### config.mk
export PLATFORM = sky130hd
export DESIGN_NAME = harmonic_oscillator_core
export DESIGN_NICKNAME = d
export VERILOG_FILES = /design/src/rtl/osc_pkg.sv /design/src/rtl/osc_prescaler.sv /design/src/rtl/harmonic_oscillator_core.sv
export SDC_FILE = /design/constraint.sdc
export NUM_CORES = 1
export LEC_CHECK = 0
export ABC_CLOCK_PERIOD_IN_PS = 4000
export CAP_MARGIN = 20
export CORE_UTILIZATION = 55
export CTS_CLUSTER_DIAMETER = 100
export DETAILED_ROUTE_END_ITERATION = 16
export DONT_BUFFER_PORTS = 1
export PLACE_DENSITY = 0.68
export SYNTH_ARGS = -nofsm -noshare
export SYNTH_HDL_FRONTEND = slang
export SYNTH_SLANG_ARGS = --single-unit
### constraint.sdc
create_clock -name CLK_50M -period 4 [get_ports CLK_50M]
set_input_delay 0.4 -clock CLK_50M [delete_from_list [all_inputs] [get_ports CLK_50M]]
set_output_delay 0.4 -clock CLK_50M [all_outputs]
set_load 0.005 [all_outputs]
### src/rtl/osc_pkg.sv
// Shared types and helpers for the harmonic oscillator core.
package osc_pkg;

  typedef enum logic [2:0] {
    IDLE    = 3'd0,
    RUN     = 3'd1,
    STEP_X  = 3'd2,
    STEP_Y  = 3'd3,
    PUBLISH = 3'd4
  } osc_state_e;

  localparam int OSC_COUNT_LIMIT = 10000;
  localparam int OSC_SHW         = 32;

  // Callers sign-extend into OSC_SHW bits and size-cast the result back to their state width.
  function automatic logic signed [OSC_SHW-1:0] osc_asr(input logic signed [OSC_SHW-1:0] v,
                                                        input logic [3:0]                sh);
    return v >>> sh;
  endfunction

endpackage

### src/rtl/osc_prescaler.sv
// Tick prescaler: counts qualified ticks against the run/brake limit and fires a one-cycle carry.
module osc_prescaler #(
  parameter int PRESCALE_W = 8
) (
  input  logic                  clk_i,
  input  logic                  rst_n_i,
  input  logic                  clr_i,
  input  logic                  cnt_en_i,
  input  logic                  brake_i,
  input  logic [PRESCALE_W-1:0] run_lim_i,
  input  logic [PRESCALE_W-1:0] brake_lim_i,
  output logic                  fire_o
);

  logic [PRESCALE_W-1:0] cnt_q, cnt_d;
  logic [PRESCALE_W-1:0] lim_sel, lim_eff;
  logic [PRESCALE_W:0]   cnt_nxt;

  assign lim_sel = brake_i ? brake_lim_i : run_lim_i;
  assign lim_eff = (lim_sel == '0) ? PRESCALE_W'(1) : lim_sel;
  assign cnt_nxt = {1'b0, cnt_q} + (PRESCALE_W+1)'(1);
  // >= rather than == so a limit lowered below the current count fires on the next tick.
  assign fire_o  = cnt_en_i && (cnt_nxt >= {1'b0, lim_eff});

  always_comb begin
    cnt_d = cnt_q;
    if (clr_i)         cnt_d = '0;
    else if (fire_o)   cnt_d = '0;
    else if (cnt_en_i) cnt_d = cnt_nxt[PRESCALE_W-1:0];
  end

  always_ff @(posedge clk_i or negedge rst_n_i) begin
    if (!rst_n_i) cnt_q <= '0;
    else          cnt_q <= cnt_d;
  end

endmodule

### src/rtl/harmonic_oscillator_core.sv
// Magic-circle sine/cosine oscillator with prescaler, wrapping step counter and valid/ready output.
// OSC_OFFSET_BINARY_EN: emit offset-binary samples (MSB inverted) instead of two's complement.
module harmonic_oscillator_core
  import osc_pkg::*;
#(
  parameter int WIDTH       = 17,
  parameter int OUT_WIDTH   = 12,
  parameter int PRESCALE_W  = 8,
  parameter int COUNT_W     = 14,
  parameter int COUNT_LIMIT = OSC_COUNT_LIMIT
) (
  input  logic                  CLK_50M,
  input  logic                  reset_n,
  input  logic                  tick_en,
  input  logic [PRESCALE_W-1:0] prescale_run,
  input  logic [PRESCALE_W-1:0] prescale_brake,
  input  logic                  brake,
  input  logic                  enable,
  input  logic [3:0]            k,
  input  logic                  load,
  input  logic [WIDTH-1:0]      init_amp,
  output logic [OUT_WIDTH-1:0]  sin_out,
  output logic [OUT_WIDTH-1:0]  cos_out,
  output logic                  out_valid,
  input  logic                  out_ready,
  output logic [COUNT_W-1:0]    step_count,
  output logic                  overrun
);

`ifdef OSC_OFFSET_BINARY_EN
  localparam logic [OUT_WIDTH-1:0] OUT_FLIP = {1'b1, {(OUT_WIDTH-1){1'b0}}};
`else
  localparam logic [OUT_WIDTH-1:0] OUT_FLIP = '0;
`endif

  osc_state_e                  state_q, state_d;
  logic signed [WIDTH-1:0]     x_q, x_d, y_q, y_d;
  logic signed [WIDTH-1:0]     x_step, y_step;
  logic [COUNT_W-1:0]          sc_q, sc_d;
  logic [OUT_WIDTH-1:0]        sin_q, sin_d, cos_q, cos_d;
  logic                        vld_q, vld_d, ovr_q, ovr_d, load_q;
  logic                        fire;

  osc_prescaler #(.PRESCALE_W(PRESCALE_W)) u_presc (
    .clk_i       (CLK_50M),
    .rst_n_i     (reset_n),
    .clr_i       (load),
    .cnt_en_i    (tick_en && enable && (state_q == RUN)),
    .brake_i     (brake),
    .run_lim_i   (prescale_run),
    .brake_lim_i (prescale_brake),
    .fire_o      (fire)
  );

  // Leapfrog: y uses the freshly updated x, which keeps the orbit closed.
  assign x_step = x_q - WIDTH'(osc_asr(OSC_SHW'(y_q), k));
  assign y_step = y_q + WIDTH'(osc_asr(OSC_SHW'(x_q), k));

  always_comb begin
    state_d = state_q;
    unique case (state_q)
      IDLE:    if (load_q) state_d = RUN;
      RUN:     if (fire)   state_d = STEP_X;
      STEP_X:  state_d = STEP_Y;
      STEP_Y:  state_d = PUBLISH;
      PUBLISH: state_d = RUN;
      default: state_d = IDLE;
    endcase
    if (load) state_d = IDLE;
  end

  always_comb begin
    x_d   = x_q;
    y_d   = y_q;
    sc_d  = sc_q;
    sin_d = sin_q;
    cos_d = cos_q;
    vld_d = vld_q && !out_ready;
    ovr_d = ovr_q;
    if (load) begin
      x_d   = init_amp;
      y_d   = '0;
      sc_d  = '0;
      ovr_d = 1'b0;
    end else begin
      unique case (state_q)
        STEP_X: x_d = x_step;
        STEP_Y: begin
          y_d  = y_step;
          sc_d = (sc_q == COUNT_W'(COUNT_LIMIT-1)) ? '0 : sc_q + COUNT_W'(1);
        end
        PUBLISH: begin
          if (!vld_q || out_ready) begin
            sin_d = y_q[WIDTH-1 -: OUT_WIDTH] ^ OUT_FLIP;
            cos_d = x_q[WIDTH-1 -: OUT_WIDTH] ^ OUT_FLIP;
            vld_d = 1'b1;
          end else begin
            ovr_d = 1'b1;
          end
        end
        default: ;
      endcase
    end
  end

  always_ff @(posedge CLK_50M or negedge reset_n) begin
    if (!reset_n) begin
      state_q <= IDLE;
      x_q     <= '0;
      y_q     <= '0;
      sc_q    <= '0;
      sin_q   <= OUT_FLIP;
      cos_q   <= OUT_FLIP;
      vld_q   <= 1'b0;
      ovr_q   <= 1'b0;
      load_q  <= 1'b0;
    end else begin
      state_q <= state_d;
      x_q     <= x_d;
      y_q     <= y_d;
      sc_q    <= sc_d;
      sin_q   <= sin_d;
      cos_q   <= cos_d;
      vld_q   <= vld_d;
      ovr_q   <= ovr_d;
      load_q  <= load;
    end
  end

  assign sin_out    = sin_q;
  assign cos_out    = cos_q;
  assign out_valid  = vld_q;
  assign overrun    = ovr_q;
  assign step_count = sc_q;

endmodule

==> reports/results.tsv <==
stage	metric	value	unit
route	routed metal-1 wirelength	7630	um
layout	post-route design area	7370	sq um
clocking	CTS root buf	clkbuf_16	
route	DRT Pass-1 Iters	5	
route	Vias	5745	
synth	yosys warns	0	
floorplanning	io pins	84	
route	Iter 0 DRT Violations	326	
route	remaining antenna violation count	0	
synth	Syn Nets	878	
clocking	Post-CTS Repair Setup Buffers	0	
worst_setup_path	slowest stage cell, crit path	mux4_2	
sta	unrepaired setup endpoints after global routing	no	
worst_setup_path	Worst Setup Start Kind	flip-flop	
placed_design	placed cell count	925	
global_route	global-route wire length before repair	28300	um
placed_design	IO Port Bufs	0	
synth	post-synthesis compound-gate area fraction	20.1	%
sta	worst slew pin tran	0.685	ns
route	met3 WL	890	um
sta	Final setup viols	0	
global_route	grt total ovfl	0	
layout	sequential cell area	2150	sq um
global_route	vias in the first global route	5685	
layout	Antenna diodes	0	
global_route	largest net degree at the start of global routing	87	
floorplanning	Die X	114	um
worst_setup_path	worst path bufs/invs	0	
worst_setup_path	worst path required time	4.25	ns
layout	multi-input logic area	4500	sq um
synth	Post-Synth Adder-Cell Area	8.13	%
sta	count of pins over their slew limit	0	
sta	period utilization	87.1	%
sta	final hold vios	0	
synth	ys flop type	dfrtp_1	
placed_design	RePlAce Congestion	0.821	
sta	fmax	287	MHz
floorplanning	Initial Utilization	57.2	%
sta	Setup Skew	0.0126	ns
synth	simple-gate portion of the synthesized area	17.3	%
layout	non-filler cells, final	943	
clocking	maximum clock path buffer count	2	
synth	Synth Instances	790	
power	leakage power	3.42	nW
worst_setup_path	cell family with most CP delay	compound AO/OA/AOI/OAI gates	
global_route	initial antenna violation count	0	
clocking	# resized after CTS	0	
hold_path	hold crit path type	input port to flip-flop	
placed_design	DP Wirelength	12600	um
route	DRC viols	0	
layout	# nets final	858	
clocking	Worst-path clk slew	0.07	ns
sta	Slew Limit Headroom	54.3	%
clocking	worst skew pair latency	0.36	ns
worst_setup_path	slowest stage delay, CP	0.57	ns
floorplanning	DIE AREA	13100	sq um
route	per-cell routed wire length	18.1	um
floorplanning	core box area	12200	sq um
synth	FFs w/ async S/R, synth	100	%
global_route	gr usage total	27.5	%
route	via-per-instance ratio	6.09	
floorplanning	die span in y	114	um
worst_setup_path	crit path cell chain	mux4_2 -> nand2_1 -> o21ai_0 -> nand2_1 -> o21ai_0 -> ha_1 -> fa_1 -> and2b_1 -> o211a_1 -> nor3_2 -> o31ai_2 -> a31oi_1 -> xor2_1 -> o21ai_1	
flow_run	Max Cap Viol	0	
worst_setup_path	Crit Path Max Fanout	8	
layout	area grow syn2layout	6.01	%
power	Max VDD drop	0.259	mV
clocking	H-tree depth	3	
route	Max Used Layer	met4	
clocking	CTS tree	done	
synth	xor and xnor area share after synthesis	3.78	%
route	Routed WL	17100	um
sta	Fin Setup TNS	0	ns
synth	post-synthesis sequential area ratio	31.0	%
synth	mux cell area share after synthesis	15.4	%
layout	share of layout cells above drive strength 1	12.4	%
synth	Mapped Area	6950	sq um
synth	number of synthesized flops with an enable pin	0	
placed_design	placed inst area	7010	sq um
sta	minimum clock period	3.48	ns
power	pwr dens	346	nW/um^2
floorplanning	Rows	40	
synth	Avg Cell Area, Syn	8.80	sq um
worst_setup_path	critical path class	flip-flop to flip-flop	
synth	synthesis-stage register bit count	86	
synth	largest family of logic cells by synthesized area	compound AO/OA/AOI/OAI gates	
worst_setup_path	CP endpoint kind	flip-flop	
layout	Fillers	1100	
clocking	Num CTS Buffers	9	
layout	Util after Layout	60.6	%
synth	library cells used by synthesis	72	
clocking	clk sink count	86	
outcome	status	complete, no violations	
route	WL met2	8260	um
worst_setup_path	Critical Path AT	3.73	ns
-- Yosys cell counts, types with 3 or more instances --
| library cell | count | area share, % |
|---|---|---|
| or3_1 | 3 | 0.27 |
| dfrtp_1 | 86 | 31 |
| a21o_1 | 16 | 1.7 |
| o211ai_1 | 5 | 0.54 |
| o21ai_2 | 7 | 0.88 |
| mux2_2 | 33 | 5.3 |
| nor2b_1 | 8 | 0.72 |
| nor2_1 | 51 | 2.8 |
| nor3_1 | 12 | 0.86 |
| o21ai_1 | 21 | 1.5 |
| o21a_1 | 5 | 0.54 |
| nor3b_1 | 6 | 0.65 |
| a21oi_1 | 66 | 4.8 |
| a22o_1 | 5 | 0.63 |
| xor2_1 | 9 | 1.1 |
| clkbuf_1 | 17 | 0.92 |
| and3_1 | 13 | 1.2 |
| and2_1 | 4 | 0.36 |
| ha_1 | 42 | 7.6 |
| buf_2 | 13 | 0.94 |
| mux2i_1 | 43 | 6.2 |
| nand2b_1 | 11 | 0.99 |
| buf_4 | 4 | 0.43 |
| a211oi_1 | 12 | 1.3 |
| xnor2_1 | 21 | 2.6 |
| mux4_2 | 12 | 3.9 |
| inv_1 | 25 | 1.3 |
| nand4_1 | 5 | 0.45 |
| a31oi_1 | 5 | 0.45 |
| o21ai_0 | 51 | 3.7 |
| nand2_1 | 104 | 5.6 |
| a211o_1 | 3 | 0.38 |
| nand3_1 | 21 | 1.5 |
| or2_2 | 4 | 0.36 |
-- metal layers --
metal	vias to the layer above	track usage, %
li1	2809	-
met1	2790	34.5
met2	123	46.5
met3	23	7.31
met4	0	8.05
met5	-	0
-- where the power goes --
part / total, W / switching [W] / internal, W
Sequential: 0.000964 / 0.0000543 / 0.000909
Combinational: 0.000642 / 0.000353 / 0.000289
Clock: 0.000947 / 0.000393 / 0.000554
Total: 0.00255 / 0.000800 / 0.00175
-- final timing paths --
kind,from,end,slack (ns),depth (start not counted)
min,load,load_q,0.07,0
max,y_q[15],x_q[14],0.52,14
max reg2reg,y_q[15],x_q[14],0.52,14
max in group asynchronous,reset_n,u_presc.cnt_q[3],3.02,2
min in group asynchronous,reset_n,sin_out[1],0.59,2
min reg2reg,sin_out[1],sin_out[1],0.53,1
-- cells in the final DEF (no fill, tap or decap), drive strengths merged, types with 6 or more instances in the layout --
| cell | n |
|---|---|
| nand2 | 104 |
| dfrtp | 86 |
| o21ai | 79 |
| a21oi | 68 |
| nor2 | 53 |
| mux2i | 43 |
| ha | 42 |
| mux2 | 33 |
| inv | 28 |
| nand3 | 21 |
| xnor2 | 21 |
| a21o | 17 |
| a211oi | 14 |
| and3 | 13 |
| nor3 | 13 |
| mux4 | 12 |
| nand2b | 12 |
| xor2 | 9 |
| clkbuf | 9 |
| nor2b | 9 |
| buf | 7 |
| nor3b | 6 |
-- cell families (layout without fill, tap and decap cells) --
logic type               count (synthesis)  in the layout
AND/OR/NAND/NOR                        256            256
multiplexers                            88             88
buffers and inverters                   65             50
AO/OA/AOI/OAI                          221            221
flip-flops                              86             86
adder cells (fa/ha/maj)                 44             44
XOR/XNOR                                30             30
-- per-stage QoR --
stage	power, W	hold WS, ns	worst slack (ns)
global route	0.00268	0.0546	0.344
global placement	0.00157	0.108	0.502
detailed placement	0.00159	0.108	0.435
floorplan	0.00149	0.104	0.657
CTS	0.00256	0.0639	0.579
finish	0.00255	0.0739	0.518
-- sequential cells by signal (all words and copies together) (netlist names) --
signal	count
x_q	17
step_count	14
u_presc.cnt_q	8
overrun	1
sin_out	12
state_q	3
y_q	17
load_q	1
cos_out	12
out_valid	1
-- what timing repair did --
item | 4_1_cts | 5_1_grt
endpoints found under the hold margin | 86 | 0
setup endpoints to repair | 0 | 0
hold buffers | 2 | 0
-- final cells by class --
cell class	instances	area share, %
inverter	26	1.32
tap	168	2.85
clock inverter	7	1.37
timing repair buffer	8	1.12
clock buffer	9	3.06
sequential	86	29.2
multi-input combinational	639	61.1
(Power assumes the default switching activity.)
